===== src/rtl/memgame_pkg.sv =====
// Shared types and helpers for the memory-game control blocks.
package memgame_pkg;

  typedef enum logic [2:0] {IDLE, SHOW, WAIT, OVER, WON} state_e;

  localparam int DEF_NUM_LEVELS  = 4;
  localparam int DEF_WIN_STREAK  = 2;
  localparam int DEF_MAX_LIVES   = 3;
  localparam int DEF_SHOW_CYCLES = 4;

  // Bit width needed to encode v distinct values, never less than 1.
  function automatic int clog2_min1(input int v);
    return (v <= 2) ? 1 : $clog2(v);
  endfunction

endpackage


===== src/rtl/level_ctrl_disp_timer.sv =====
// Loadable down-counter timing the show-pattern phase; tc flags the last count.
module disp_timer #(
  parameter int W = 3
) (
  input  logic         clk,
  input  logic         reset,
  input  logic         clr,
  input  logic         load,
  input  logic [W-1:0] load_val,
  input  logic         dec,
  output logic         tc
);

  logic [W-1:0] cnt_q, cnt_d;

  always_comb begin
    cnt_d = cnt_q;
    if (clr)                       cnt_d = '0;
    else if (load)                 cnt_d = load_val;
    else if (dec && cnt_q != '0)   cnt_d = cnt_q - 1'b1;
  end

  always_ff @(posedge clk) begin
    if (reset) cnt_q <= '0;
    else       cnt_q <= cnt_d;
  end

  assign tc = (cnt_q == W'(1));

endmodule


===== src/rtl/level_ctrl.sv =====
// Level-progression controller: show/answer loop, streak, lives, win/lose.
// Build option: define LEVEL_DEMOTE_EN to drop one level on a non-fatal wrong answer.
module level_ctrl
  import memgame_pkg::*;
#(
  parameter int NUM_LEVELS  = DEF_NUM_LEVELS,
  parameter int WIN_STREAK  = DEF_WIN_STREAK,
  parameter int MAX_LIVES   = DEF_MAX_LIVES,
  parameter int SHOW_CYCLES = DEF_SHOW_CYCLES
) (
  input  logic                                  clk,
  input  logic                                  reset,
  input  logic                                  en,
  input  logic                                  restart,
  input  logic                                  ans_valid,
  input  logic                                  ans_correct,
  output logic                                  ans_ready,
  output logic                                  disp,
  output logic [clog2_min1(NUM_LEVELS)-1:0]     level,
  output logic [clog2_min1(MAX_LIVES+1)-1:0]    lives,
  output logic                                  level_up,
  output logic                                  game_over,
  output logic                                  game_won
);

  localparam int LVL_W  = clog2_min1(NUM_LEVELS);
  localparam int LIFE_W = clog2_min1(MAX_LIVES + 1);
  localparam int STK_W  = clog2_min1(WIN_STREAK + 1);
  localparam int TMR_W  = clog2_min1(SHOW_CYCLES + 1);

  state_e              state_q, state_d;
  logic [LVL_W-1:0]    level_q, level_d;
  logic [LIFE_W-1:0]   lives_q, lives_d;
  logic [STK_W-1:0]    streak_q, streak_d;
  logic                level_up_q, level_up_d;
  logic                tmr_load, tmr_clr, tmr_dec, tmr_tc;

  disp_timer #(.W(TMR_W)) u_timer (
    .clk      (clk),
    .reset    (reset),
    .clr      (tmr_clr),
    .load     (tmr_load),
    .load_val (TMR_W'(SHOW_CYCLES)),
    .dec      (tmr_dec),
    .tc       (tmr_tc)
  );

  assign tmr_dec = (state_q == SHOW) && en && !restart;

  always_comb begin
    state_d    = state_q;
    level_d    = level_q;
    lives_d    = lives_q;
    streak_d   = streak_q;
    level_up_d = 1'b0;
    tmr_load   = 1'b0;
    tmr_clr    = 1'b0;
    if (restart) begin
      state_d  = IDLE;
      level_d  = '0;
      lives_d  = LIFE_W'(MAX_LIVES);
      streak_d = '0;
      tmr_clr  = 1'b1;
    end else if (en) begin
      unique case (state_q)
        IDLE: begin
          state_d  = SHOW;
          tmr_load = 1'b1;
        end
        SHOW: if (tmr_tc) state_d = WAIT;
        WAIT: if (ans_valid) begin
          if (ans_correct) begin
            if (int'(streak_q) + 1 < WIN_STREAK) begin
              streak_d = streak_q + 1'b1;
              state_d  = SHOW;
              tmr_load = 1'b1;
            end else begin
              streak_d = '0;
              if (int'(level_q) == NUM_LEVELS - 1) begin
                state_d = WON;
              end else begin
                level_d    = level_q + 1'b1;
                level_up_d = 1'b1;
                state_d    = SHOW;
                tmr_load   = 1'b1;
              end
            end
          end else begin
            streak_d = '0;
            if (lives_q == LIFE_W'(1)) begin
              lives_d = '0;
              state_d = OVER;
            end else begin
              lives_d  = lives_q - 1'b1;
              state_d  = SHOW;
              tmr_load = 1'b1;
`ifdef LEVEL_DEMOTE_EN
              if (level_q != '0) level_d = level_q - 1'b1;
`endif
            end
          end
        end
        default: ;
      endcase
    end
  end

  always_ff @(posedge clk) begin
    if (reset) begin
      state_q    <= IDLE;
      level_q    <= '0;
      lives_q    <= LIFE_W'(MAX_LIVES);
      streak_q   <= '0;
      level_up_q <= 1'b0;
    end else begin
      state_q    <= state_d;
      level_q    <= level_d;
      lives_q    <= lives_d;
      streak_q   <= streak_d;
      level_up_q <= level_up_d;
    end
  end

  assign ans_ready = (state_q == WAIT) && en;
  assign disp      = (state_q == SHOW);
  assign level     = level_q;
  assign lives     = lives_q;
  assign level_up  = level_up_q;
  assign game_over = (state_q == OVER);
  assign game_won  = (state_q == WON);

endmodule


===== config.mk =====
export PLATFORM = sky130hd
export DESIGN_NAME = level_ctrl
export DESIGN_NICKNAME = d
export VERILOG_FILES = /design/src/rtl/memgame_pkg.sv /design/src/rtl/level_ctrl_disp_timer.sv /design/src/rtl/level_ctrl.sv
export SDC_FILE = /design/constraint.sdc
export NUM_CORES = 1
export LEC_CHECK = 0
export ABC_AREA = 0
export CELL_PAD_IN_SITES_DETAIL_PLACEMENT = 0
export CELL_PAD_IN_SITES_GLOBAL_PLACEMENT = 1
export CORE_MARGIN = 2
export CORE_UTILIZATION = 35
export CTS_BUF_LIST = sky130_fd_sc_hd__clkbuf_2
export DETAILED_ROUTE_END_ITERATION = 10
export PLACE_DENSITY = 0.8
export RECOVER_POWER = 25
export SYNTH_ARGS = -nofsm -noshare
export SYNTH_HDL_FRONTEND = slang
export SYNTH_SLANG_ARGS = --single-unit
export TNS_END_PERCENT = 1

===== constraint.sdc =====
create_clock -name clk -period 1.6 [get_ports clk]
set_clock_uncertainty 0.1 [all_clocks]
set_input_delay 0.32 -clock clk [delete_from_list [all_inputs] [get_ports clk]]
set_output_delay 0.32 -clock clk [all_outputs]
set_load 0.1 [all_outputs]

# Word-level counts from Yosys, hierarchy flattened
# Index checks and enable logic that the tools add are counted.
# word_totals
register_bits	13
input_bits	6
output_inout_bits	9
elab_cells	66
# op_classes
n_addsub	5
magnitude_cmp	1
eq_ne	9
muxes	21
bitwise	6
reduce_logical	17
# op_table
op	count
2-to-1 mux 3 bit	7
one-hot mux 3 bit (3 select lines)	1
2-to-1 mux 1 bit	8
2-to-1 mux 2 bit	4
AND reduction 4 bit	2
OR reduction 7 bit	1
equality test 3 x 1 -> 1 bit (second input constant)	2
equality test 3 x 2 -> 1 bit (second input constant)	2
NOT 1 bit	6
AND reduction 6 bit	1
nonzero test 3 bit	2
adder 2 x 1 -> 2 bit (second input constant)	2
equality test 2 x 1 -> 1 bit (second input constant)	2
logical AND 1 bit	4
OR reduction 2 bit	2
adder 2 x 1 -> 3 bit (second input constant)	1
equality test 3 bit (second input constant)	1
zero test 3 bit	1
< comparator 3 x 2 -> 1 bit (second input constant)	1
AND reduction 3 bit	1
OR reduction 3 bit	1
subtractor 3 x 1 -> 3 bit (second input constant)	1
!= test 2 x 1 -> 1 bit (second input constant)	1
!= test 2 bit (second input constant)	1
4 further kinds	4

# Longest topological paths before layout
# Gate-level depths: netlist (run 1).
# depth
ltp_word	9
mapped_depth	6
mapped_depth_nobuf	6

# Modules after synthesis
# A second synthesis (run 1) with hierarchy kept.
# hier_totals
cells_unflattened	103
area_unflattened_um2	887.1
# modules_own_cells
mod	n_inst	cells_each	area_per_inst_um2	seq_area_each_um2
level_ctrl	1	76	670.6	200.2
disp_timer	1	27	216.5	60.1

# Worst setup path after synthesis (run 1)
# Ideal clock, no wire load.
# synth_timing
path_type	reg-to-output
start	reg state_q[0]
end	out game_won
arrival_time_ps	2626
t_required_ps	1180
path_slack_ps	-1446
stages_incl_launch_ff	3
path_buffers	1
cell_sequence	dfxtp_1 buf_6 nor3b_1
# synth_via
elab_chain_cells	1
# synth_rtl
item	line	text
start, declared	level_ctrl.sv:31	state_e state_q, state_d;
start signal, assigned	level_ctrl.sv:116	state_q <= state_d;
equality test 3 bit	level_ctrl.sv:130	assign game_won = (state_q == WON);
end, declared	level_ctrl.sv:23	output logic game_won
# No other way between the ends.

# Final worst setup path (run 1)
# layout_timing
start	reg state_q[2]
end	out ans_ready
# layout_via
elab_chain_cells	2
# layout_rtl
item	line	text
equality test 3 x 2 -> 1 bit	level_ctrl.sv:124	assign ans_ready = (state_q == WAIT) && en;
logical AND 1 bit	level_ctrl.sv:124	
end, declared	level_ctrl.sv:17	output logic ans_ready,
# No other way between the ends.

==> results of run 1 <==
-- layout make-up --
class	count	area share (%)
Timing Repair Buffer	41	30.84
Clock buffer	4	1.514
Inverter	8	2.271
Multi-Input combinational cell	61	41.06
Tap cell	28	2.649
Sequential cell	13	21.67
-- cells in the final DEF, fill, tap and decap left out, types with 2 or more instances in the layout --
cell and n:
nor3b_1 3, dfxtp_1 2, dfxtp_4 5, a2111oi_4 2, clkbuf_2 4, dfxtp_2 6
ha_1 6, buf_4 26, buf_12 7, clkdlybuf4s50_1 4, nand2b_1 3, nand3_2 2
a21oi_1 5, nand2_1 3, nor2_1 8, nor3_1 2, inv_1 8
-- timing repair --
item                       CTS  global route
pin swaps                    3             5
gates resized for setup     17             5
setup buffers                1             3
cloned                       0             0
setup endpoints to repair   11            14
-- critical path, delay by kind of cell, from the launching register on --
kind | cells | cell delay (ns)
DFF | 1 | 0.37
buffers and inverters | 2 | 0.34
and+or+nand+nor | 1 | 0.26
-- layer usage --
metal  track usage, %  share of wire (%)  wire, microns  vias to the layer above
met4            8.108                1.2             22                        0
met3            2.632                4.0             73                        2
met1            17.48                 43            787                      358
li1                 -                  -              -                      379
met2            29.65                 52            959                       18
met5                0                  0              0                        -
-- through the flow --
stage                     util, %  setup WS (ns)  total power (W)
after floorplan                 -        -0.1155        0.0003701
after global placement      57.08        -0.3656        0.0004061
after detailed placement    57.08        -0.3517        0.0004069
after CTS                   61.09        -0.1216        0.0005853
after global routing        61.56        -0.1370        0.0006080
final                       61.56       -0.05752        0.0005774
-- logic make-up after synthesis --
family                   Yosys count
XOR/XNOR                           2
multiplexers                       2
AND/OR/NAND/NOR                   35
AO/OA/AOI/OAI                     15
flip-flops                        13
adder cells (fa/ha/maj)            7
buffers and inverters             12
-- registers in the layout, indices dropped and copies added, names as in the netlist --
| signal | cells |
|---|---|
| lives | 2 |
| level | 2 |
| u_timer.cnt_q | 3 |
| level_up | 1 |
| streak_q | 2 |
| state_q | 3 |
-- power by group --
| group | internal (W) | switching, W |
|---|---|---|
| registers | 0.000318 | 0.00000235 |
| clock network | 0.0000663 | 0.000105 |
| logic | 0.0000403 | 0.0000454 |
-- worst min-delay path by stage --
stage,slack [ns],cells past startpoint,startpoint,end
after global routing,0.40,2,streak_q[1],streak_q[1]
after floorplan,0.33,2,streak_q[1],streak_q[1]
final,0.36,2,streak_q[1],streak_q[1]
after CTS,0.36,2,streak_q[1],streak_q[1]
after detailed placement,0.35,2,streak_q[1],streak_q[1]
after global placement,0.34,2,streak_q[0],streak_q[0]
==> reports/metrics.yaml, run 1 <==
status: "complete, but fails checks"
violations: "negative setup slack"
report.final.setup_viol: 5
finalInstanceArea_sq_mm: 0.001323
path_max_fanout: 3
gp_congestion: 0.7724
stdcell_count: 155
drive_above_1_share_pct: 53.54
ys.flop_type: "dfxtp_1"
leakage_nw: 0.5556
first_global_vias: 767
synth_nets: 99
gr-total-overflow: 0
grt_max_degree: 8
routed_wl_microns: 1843
yosysTopAreaCellShare_pct: 33.55
max_cap_viol_count: 0
initial_core_util_pct: 36.11
multi_input_area_sq_um: 543.0
final_antenna_net_count: 0
cts_sinks: 13
worstSetupStartpoint: "state_q[2]"
synth_top_family_by_area: "simple AND/OR/NAND/NOR gates"
ys_types: 37
tns_ns: -0.1495
r2r-end: "u_timer.cnt_q[2]"
numCtsBuffers: 3
syn_area_per_cell_sq_um: 9.020
period_needed_ns: 1.658
synth_simple_gate_area_share_pct: 26.61
dp_cells: 147
clockBufferDepth: 2
antenna_cells: 0
r2r_start: "streak_q[1]"
drtPass1Iterations: 4
synth-seq-area-share_pct: 33.55
synthArstFlopShare_pct: 0
synthXorXnorAreaFrac_pct: 2.258
hpwl_microns: 1417
syn_to_final_growth_pct: 70.48
first_iter_violations: 7
crit_type: "flip-flop to output pin"
synth_edf_count: 0
crit_path_top_delay_cell: "dfxtp_2"
setup_ws_ns: -0.05752
crit_chain: "nor4bb_4 -> buf_4 -> buf_12"
netlist_area_sq_um: 775.7
holdWs_ns: 0.3619
die_w_microns: 51.08
crit_end: "ans_ready"
slew_viol_final: 0
max_stage_delay_ns: 0.37
hp-class: "flip-flop to flip-flop"
yosysWarnings: 0
drt-wirelength-per-cell_microns: 11.89
synth-adder-area-share_pct: 11.29
synthCells: 86
fin_nets: 141
regArea_sq_um: 286.5
num_vias: 757
fillerInstances: 174
startpoint_type: "flip-flop"
endpoint_kind: "output pin"
cp.arrival_ns: 1.24
clock_latency_ns: 0.27
die_area_sq_mm: 0.002609
p_per_area_mw_per_mm2: 436.6
synth_commonest_cells: "dfxtp_1 (13), nor2_1 (9), inv_1 (8)"
grt_pass1_wl_microns: 3187
globalRouteTotalUtil_pct: 16.08
viasPerCell: 4.884
max_freq_mhz: 603.3
ys_ff_latch: 13
rsz0062_at_grt: "yes"
reg2reg_slack_ns: 0
r2r_cells: 6
cts_hold_buf: 0
synth_compound_area_share_pct: 16.45
core.rowCount: 17
htree_levels: 1
clk_pin_slew_ns: 0.13
antenna_found_initial: 0
synth_area_leaders: "dfxtp_1 (34%), ha_1 (11%), nor2_1 (4.4%)"
yosys-mux-area-fraction_pct: 2.742
remaining_drc_errors: 0
coreArea_sq_mm: 0.002148
cts_tree: "built"
worst_pin_slew_ns: 0.4853
slew_headroom_pct: 67.87
place.port_buffers: 14
crit_required_ns: 1.18
dpl-instance-area_sq_mm: 0.001226
synth_most_common_cell: "dfxtp_1"
die_h_microns: 51.08
hold_viol: 0
yosysTopAreaCell: "dfxtp_1"
ir_worst_vdd_mv: 0.3128
clock-root-buffer: "clkbuf_2"
io_pins: 15
period_share_pct: 103.6
No activity file was read; power rests on OpenSTA's default activity.
==> run 2: changes to the inputs <==
--- a/config.mk
+++ b/config.mk
@@ -11,6 +11,7 @@
 export CORE_MARGIN = 2
 export CORE_UTILIZATION = 35
 export CTS_BUF_LIST = sky130_fd_sc_hd__clkbuf_2
+export CTS_CLUSTER_SIZE = 40
 export DETAILED_ROUTE_END_ITERATION = 10
 export PLACE_DENSITY = 0.8
 export RECOVER_POWER = 25
==> results of run 2 <==
No change in the layout: final DEF, timing and power equal those of run 1.
